### src/rtl/btb_table_if.sv
// Bus bundle between the fetch/execute stages and the branch target buffer.
// Groups the operation request (enable, op, update PC/target) and the lookup
// side (fetch PC and the combinational hit/prediction/target results) plus the
// occupancy status outputs.
//   master : drives enable, op, pc, upd_pc, upd_target; observes results
//   slave  : the BTB itself; the mirror image of master
interface btb_table_if #(
  parameter int ENTRIES = 8,
  parameter int PC_W    = 16
);
  localparam int CNT_W = $clog2(ENTRIES) + 1;

  logic             enable;
  logic [2:0]       op;
  logic [PC_W-1:0]  pc;
  logic [PC_W-1:0]  upd_pc;
  logic [PC_W-1:0]  upd_target;
  logic             hit;
  logic             prediction;
  logic [PC_W-1:0]  out_target;
  logic             full;
  logic [CNT_W-1:0] valid_count;

  modport master (
    output enable, op, pc, upd_pc, upd_target,
    input  hit, prediction, out_target, full, valid_count
  );

  modport slave (
    input  enable, op, pc, upd_pc, upd_target,
    output hit, prediction, out_target, full, valid_count
  );
endinterface

### src/rtl/btb_table.sv
// Fully-associative branch target buffer.
// Each entry holds a PC tag, a branch target and a 2-bit saturating predictor.
// Lookup on bus.pc is purely combinational (zero latency, independent of op and
// enable). Verify and insert operations use bus.upd_pc / bus.upd_target and take
// effect on the rising clock edge. Insert dedups on tag, then fills the lowest
// invalid slot, then falls back to a round-robin victim pointer.
// Ports:
//   clk    : clock, all state changes on posedge
//   rst_n  : asynchronous active-low reset
//   bus    : btb_table_if slave modport (op request, lookup, status)
module btb_table #(
  parameter int ENTRIES = 8,
  parameter int PC_W    = 16,
  parameter int TAG_LSB = 1
) (
  input  logic         clk,
  input  logic         rst_n,
  btb_table_if.slave   bus
);
  localparam int IDX_W = (ENTRIES > 1) ? $clog2(ENTRIES) : 1;
  localparam int CNT_W = $clog2(ENTRIES) + 1;
  localparam int TAG_W = PC_W - TAG_LSB;

  typedef enum logic [2:0] {
    OP_IDLE     = 3'b000,
    OP_CLEAR    = 3'b001,
    OP_VERIFY_F = 3'b010,
    OP_VERIFY_T = 3'b011,
    OP_LOOKUP   = 3'b100,
    OP_INSERT_F = 3'b110,
    OP_INSERT_T = 3'b111
  } op_e;

  logic [ENTRIES-1:0] valid_q, valid_d;
  logic [TAG_W-1:0]   tag_q    [ENTRIES];
  logic [TAG_W-1:0]   tag_d    [ENTRIES];
  logic [PC_W-1:0]    target_q [ENTRIES];
  logic [PC_W-1:0]    target_d [ENTRIES];
  logic [1:0]         ctr_q    [ENTRIES];
  logic [1:0]         ctr_d    [ENTRIES];
  logic [IDX_W-1:0]   ptr_q, ptr_d;

  logic [TAG_W-1:0]   pc_tag;
  logic [TAG_W-1:0]   upd_tag;
  logic               lk_hit;
  logic               lk_pred;
  logic [PC_W-1:0]    lk_tgt;
  logic               upd_hit;
  logic [IDX_W-1:0]   upd_idx;
  logic               free_hit;
  logic [IDX_W-1:0]   free_idx;
  logic [IDX_W-1:0]   slot;
  logic [CNT_W-1:0]   cnt;

  assign pc_tag  = bus.pc[PC_W-1:TAG_LSB];
  assign upd_tag = bus.upd_pc[PC_W-1:TAG_LSB];

  // Combinational lookup; tags are unique so OR-merging the matches is exact.
  always_comb begin
    lk_hit  = 1'b0;
    lk_pred = 1'b0;
    lk_tgt  = '0;
    for (int i = 0; i < ENTRIES; i++) begin
      lk_hit  = lk_hit  | (valid_q[i] && (tag_q[i] == pc_tag));
      lk_pred = lk_pred | ((valid_q[i] && (tag_q[i] == pc_tag)) & ctr_q[i][1]);
      lk_tgt  = lk_tgt  | ({PC_W{valid_q[i] && (tag_q[i] == pc_tag)}} & target_q[i]);
    end
  end

  // Update-side search: matching entry and lowest-index free slot.
  always_comb begin
    upd_hit  = 1'b0;
    upd_idx  = '0;
    free_hit = 1'b0;
    free_idx = '0;
    // Walk downward so the last assignment is the lowest free index.
    for (int i = ENTRIES - 1; i >= 0; i--) begin
      upd_hit  = upd_hit | (valid_q[i] && (tag_q[i] == upd_tag));
      upd_idx  = (valid_q[i] && (tag_q[i] == upd_tag)) ? IDX_W'(i) : upd_idx;
      free_hit = free_hit | !valid_q[i];
      free_idx = !valid_q[i] ? IDX_W'(i) : free_idx;
    end
  end

  // Occupancy count derived from the valid bits.
  always_comb begin
    cnt = '0;
    for (int i = 0; i < ENTRIES; i++) begin
      cnt = cnt + CNT_W'(valid_q[i]);
    end
  end

  // Next-state computation for clear / verify / insert.
  always_comb begin
    valid_d  = valid_q;
    tag_d    = tag_q;
    target_d = target_q;
    ctr_d    = ctr_q;
    ptr_d    = ptr_q;
    slot     = '0;
    if (bus.enable) begin
      case (op_e'(bus.op))
        OP_CLEAR: begin
          valid_d = '0;
          ptr_d   = '0;
          for (int i = 0; i < ENTRIES; i++) begin
            tag_d[i]    = '0;
            target_d[i] = '0;
            ctr_d[i]    = 2'b01;
          end
        end
        OP_VERIFY_T: begin
          if (upd_hit && (ctr_q[upd_idx] != 2'b11)) begin
            ctr_d[upd_idx] = ctr_q[upd_idx] + 2'b01;
          end else begin
            ctr_d[upd_idx] = ctr_q[upd_idx];
          end
        end
        OP_VERIFY_F: begin
          if (upd_hit && (ctr_q[upd_idx] != 2'b00)) begin
            ctr_d[upd_idx] = ctr_q[upd_idx] - 2'b01;
          end else begin
            ctr_d[upd_idx] = ctr_q[upd_idx];
          end
        end
        OP_INSERT_T, OP_INSERT_F: begin
          if (upd_hit) begin
            slot = upd_idx;
          end else if (free_hit) begin
            slot = free_idx;
          end else begin
            // Round-robin victim; ENTRIES is a power of 2 so the add wraps.
            slot  = ptr_q;
            ptr_d = ptr_q + IDX_W'(1);
          end
          valid_d[slot]  = 1'b1;
          tag_d[slot]    = upd_tag;
          target_d[slot] = bus.upd_target;
          ctr_d[slot]    = (op_e'(bus.op) == OP_INSERT_T) ? 2'b10 : 2'b01;
        end
        default: begin
          valid_d = valid_q;
        end
      endcase
    end else begin
      valid_d = valid_q;
    end
  end

  // State registers with asynchronous reset.
  always_ff @(posedge clk or negedge rst_n) begin
    if (!rst_n) begin
      valid_q <= '0;
      ptr_q   <= '0;
      for (int i = 0; i < ENTRIES; i++) begin
        tag_q[i]    <= '0;
        target_q[i] <= '0;
        ctr_q[i]    <= 2'b01;
      end
    end else begin
      valid_q  <= valid_d;
      tag_q    <= tag_d;
      target_q <= target_d;
      ctr_q    <= ctr_d;
      ptr_q    <= ptr_d;
    end
  end

  assign bus.hit         = lk_hit;
  assign bus.prediction  = lk_pred;
  assign bus.out_target  = lk_tgt;
  assign bus.full        = &valid_q;
  assign bus.valid_count = cnt;
endmodule

### src/flat_wrapper.sv
// flat-port wrapper written by rule: the top's interface ports become plain ports
module btb_table_flat 
#(
  parameter int ENTRIES = 8,
  parameter int PC_W    = 16,
  parameter int TAG_LSB = 1
)
  (clk, rst_n, bus_enable, bus_op, bus_pc, bus_upd_pc, bus_upd_target, bus_hit, bus_prediction, bus_out_target, bus_full, bus_valid_count);
  btb_table_if #(.ENTRIES(ENTRIES), .PC_W(PC_W)) bus_i ();
  input  logic clk;
  input  logic rst_n;
  input wire logic [$bits(bus_i.enable)-1:0] bus_enable;
  input wire logic [$bits(bus_i.op)-1:0] bus_op;
  input wire logic [$bits(bus_i.pc)-1:0] bus_pc;
  input wire logic [$bits(bus_i.upd_pc)-1:0] bus_upd_pc;
  input wire logic [$bits(bus_i.upd_target)-1:0] bus_upd_target;
  output wire logic [$bits(bus_i.hit)-1:0] bus_hit;
  output wire logic [$bits(bus_i.prediction)-1:0] bus_prediction;
  output wire logic [$bits(bus_i.out_target)-1:0] bus_out_target;
  output wire logic [$bits(bus_i.full)-1:0] bus_full;
  output wire logic [$bits(bus_i.valid_count)-1:0] bus_valid_count;
  assign bus_i.enable = bus_enable;
  assign bus_i.op = bus_op;
  assign bus_i.pc = bus_pc;
  assign bus_i.upd_pc = bus_upd_pc;
  assign bus_i.upd_target = bus_upd_target;
  assign bus_hit = bus_i.hit;
  assign bus_prediction = bus_i.prediction;
  assign bus_out_target = bus_i.out_target;
  assign bus_full = bus_i.full;
  assign bus_valid_count = bus_i.valid_count;
  btb_table #(.ENTRIES(ENTRIES), .PC_W(PC_W), .TAG_LSB(TAG_LSB)) u_core (.clk(clk), .rst_n(rst_n), .bus(bus_i));
endmodule
### config.mk
export PLATFORM = sky130hd
export DESIGN_NAME = btb_table_flat
export DESIGN_NICKNAME = d
export VERILOG_FILES = /design/src/rtl/btb_table_if.sv /design/src/rtl/btb_table.sv /design/src/flat_wrapper.sv
export SDC_FILE = /design/constraint.sdc
export NUM_CORES = 1
export LEC_CHECK = 0
export BUFFER_PORTS_ARGS = -buffer_cell sky130_fd_sc_hd__buf_2
export CORE_MARGIN = 10
export CORE_UTILIZATION = 56
export DETAILED_ROUTE_END_ITERATION = 12
export PLACE_DENSITY = 0.81
export REMOVE_ABC_BUFFERS = 1
export SLEW_MARGIN = 40
export SYNTH_ARGS = -nofsm -noshare
export SYNTH_HDL_FRONTEND = slang
export SYNTH_SLANG_ARGS = --single-unit
### constraint.sdc
create_clock -name clk -period 3.69 [get_ports clk]
set_input_delay 0.5535 -clock clk [delete_from_list [all_inputs] [get_ports clk]]
set_output_delay 0.5535 -clock clk [all_outputs]
set_load 0.02 [all_outputs]
==> summary.md <==
| Metric | Value |
|---|---|
| Max Cap Violations | `0` |
| Area grow syn2layout | `29.1%` |
| Hold Slack | `348 ps` |
| Largest net degree at the start of global routing | `150` |
| PD cells | `496 nW/µm²` |
| First-pass GRT wire length | `89800 µm` |
| Pre-CTS setup slack | `-868 ps` |
| Crit path largest cell delay | `440 ps` |
| Final ANT Viol Nets | `0` |
| Post-synthesis adder-cell area fraction | `0.986%` |
| Port buffer count | `74` |
| Final Hold Vio Count | `0` |
| Static Leak | `0.00873 µW` |
| Outcome | `complete, but fails checks` |
| H-tree depth | `1` |
| Initial Utilization | `56.6%` |
| Main combinational cell family by area after synthesis | `compound AO/OA/AOI/OAI gates` |
| Setup-failing EPs final | `19` |
| Gr usage total | `32.2%` |
| Total Wirelength | `58500 µm` |
| RSZ-0062 raised after global routing | `true` |
| CTS tree | `done` |
| Failing checks | `setup timing` |
| Synth area leader | `dfrtp_1` |
| # fillers | `2039` |
| Peak VDD IR | `0.511 mV` |
| Asr flop ratio synth | `100%` |
| Total gr overflow | `0` |
| Sequential fraction of the synthesis area | `43.8%` |
| Largest cells by area after synthesis | `dfrtp_1 (42%), xnor2_1 (13%), nand3_1 (4.8%)` |
| Dpl hpwl | `40400 µm` |
| Cts bufs inserted | `30` |
| Die W | `188 µm` |
| Initial antenna violation count | `1` |
| Drt initial violations | `1983` |
| Dpl cell area | `18800 µm²` |
| Number of flops mapped to enable cells by yosys | `0` |
| Compound-Gate Fraction of Synth Area | `18.6%` |
| Worst Path Max Fanout | `2` |
| Syn_area_per_cell | `9.43 µm²` |
| IO Count | `77` |
| CP Data Required Time | `4180 ps` |
| CTS Buffer Depth | `3` |
| CTS root buf | `clkbuf_16` |
| Post-synthesis simple-gate area fraction | `18.0%` |
| Core area | `27800 µm²` |
| Max Fclk | `243 MHz` |
| Final total power | `10100 µW` |
| Fin crit share | `112%` |
| Netlist cell types | `77` |
| Ys Warns | `0` |
| Die Ht | `188 µm` |
| Post-Route Utilization | `73.1%` |
| Clk slew on worst S/H paths | `60 ps` |
| CP Capture Type | `flip-flop` |
| DRC | `0` |
| CTS Sinks | `275` |
| Die area | `35200 µm²` |
| Vias per cell | `6.47` |
| Multi-input gate area | `8540 µm²` |
| Routed wire per std cell | `24.5 µm` |
| Post-Syn Area | `15700 µm²` |
| # rows | `61` |
| Router iterations before antenna repair | `5` |
| GP Congestion | `1.04` |
| Final min period | `4120 ps` |
| Vias in the first global route | `15300` |
| Cells along the critical path | `xnor2_2 > nand4_1 > buf_4 > nor4_2 > buf_4 > nor4_1 > nand3_1 > o311ai_1 > a211oi_2 > or3b_4 > ha_4 > mux2_4 > buf_6 > a21oi_2 > xor2_1 > nand4_1 > a21o_1 > a32oi_2` |
| Hold crit path type | `input port to flip-flop` |
| Worst slew pin tran | `851 ps` |
| Most used flip-flop cell after synthesis | `dfrtp_1` |
| Synth top area share | `42.5%` |
| Relative slew slack | `43.3%` |
| CP Launch Type | `flip-flop` |
| Worst skew pair latency | `590 ps` |
| Setup ws final | `-428 ps` |
| Sequential cell area | `6890 µm²` |
| Share of cells above drive strength 1 | `30.4%` |
| Synth Area in XOR/XNOR | `14.1%` |
| Max Slew Vio Count | `0` |
| Critical path class | `flip-flop to flip-flop` |
| Non-Filler Cell Area, Final | `20300 µm²` |
| FF+latch count, synth | `275` |
| Slowest cell on crit path | `or3b_4` |
| Via Count | `15500` |
| Post-synthesis mux area share | `0.262%` |
| Post-synthesis cell count | `1669` |
| Final setup skew | `29.8 ps` |
| Worst Path Arrival | `4600 ps` |
| Layout Nets | `2058` |
-- kinds of logic after synthesis --
| logic type | count (synthesis) |
|---|---|
| AO/OA/AOI/OAI | 423 |
| XOR/XNOR | 246 |
| adder cells (fa/ha/maj) | 10 |
| buffers and inverters | 152 |
| flip-flops | 275 |
| multiplexers | 4 |
| AND/OR/NAND/NOR | 559 |
-- critical path, delay by kind of cell (launching register included) --
kind,cells,cell delay (ps)
xor+xnor,2,390
fa+ha+maj,1,170
compound gates,5,940
buf+inv,3,480
flops,1,420
mux,1,280
simple gates,6,1310
-- layer usage --
metal	vias up	GRT usage, %	share of wire, %
li1	6731	-	-
met1	7623	43.1	41
met2	968	50.2	45
met3	165	7.31	10
met4	0	11.4	3.9
met5	-	0	0
-- layout make-up --
type,count,share of cell area [%]
Antenna cell,1,0.0123
Clock buffer,38,4.04
Clock inverter,14,1.26
Inverter,26,0.480
Multi-Input combinational cell,1242,42.0
Sequential cell,275,33.9
Tap cell,378,2.33
Timing Repair Buffer,419,15.9
-- what timing repair did --
action                                  in CTS  in global routing
buffers inserted                            11                  5
hold endpoints to repair                     0                 30
endpoints found under the setup margin      20                 20
hold buffers                                 0                  1
gates resized for setup                     34                 22
pin swaps                                   26                 17
-- report_power, final --
part | total [µW] | internal [µW] | switching, µW
clock | 3300 | 1990 | 1310
sequential | 3740 | 3400 | 347
combinational | 3050 | 1410 | 1630
-- per-stage QoR --
step                std cells  TNS (ps)
global placement         2323    -26790
floorplan                1543  -1331040
detailed placement       2323    -15870
global route             2392     -6780
finish                   2393     -5240
CTS                      2385     -4190
-- cells in the mapped netlist (6+ instances only) --
cell / n
o21ai_1: 68
nand2b_1: 7
a31o_1: 46
clkbuf_1: 97
buf_1: 12
a31o_2: 48
a22oi_1: 37
dfstp_2: 8
xnor2_1: 235
o21ai_0: 103
buf_6: 10
nand2_1: 96
dfrtp_1: 267
or3_1: 10
nand3_1: 152
a22o_1: 20
a21oi_1: 27
xnor2_2: 7
nor3_1: 13
o211ai_1: 6
ha_1: 6
nor4_1: 27
nor2_1: 119
a31oi_1: 7
inv_1: 26
a221oi_1: 18
nand4_1: 100
-- state kept, by name, summed over array words and instances (netlist names) --
register	count
u_core.ctr_q	16
u_core.ptr_q	3
u_core.tag_q	120
u_core.target_q	128
u_core.valid_q	8
-- final timing paths --
| kind | from | cells after the start | slack (ps) | end |
|---|---|---|---|---|
| worst max-delay path | u_core.tag_q[25]$_DFFE_PN0P_ | 18 | -430 | u_core.ctr_q[12]$_DFFE_PN1P_ |
| worst min-delay path | bus_op[1] | 3 | 350 | u_core.ctr_q[2]$_DFFE_PN1P_ |
| min in group asynchronous | rst_n | 2 | 430 | u_core.tag_q[19]$_DFFE_PN0P_ |
| max in group asynchronous | rst_n | 4 | 2100 | u_core.tag_q[103]$_DFFE_PN0P_ |
| worst max register to register | u_core.tag_q[25]$_DFFE_PN0P_ | 18 | -430 | u_core.ctr_q[12]$_DFFE_PN1P_ |
| worst min register to register | u_core.target_q[13]$_DFFE_PN0P_ | 2 | 480 | u_core.target_q[13]$_DFFE_PN0P_ |
-- layout by cell type, fill, tap and decap left out, drive strengths merged, types with 14 or more instances in the layout --
| cell type | count |
|---|---|
| a21oi | 27 |
| a221oi | 19 |
| a22o | 20 |
| a22oi | 37 |
| a31o | 94 |
| buf | 418 |
| clkbuf | 38 |
| dfrtp | 267 |
| inv | 26 |
| nand2 | 96 |
| nand3 | 152 |
| nand4 | 100 |
| nor2 | 119 |
| nor3 | 14 |
| nor4 | 31 |
| o21ai | 171 |
| xnor2 | 242 |
(Power assumes the default switching activity.)
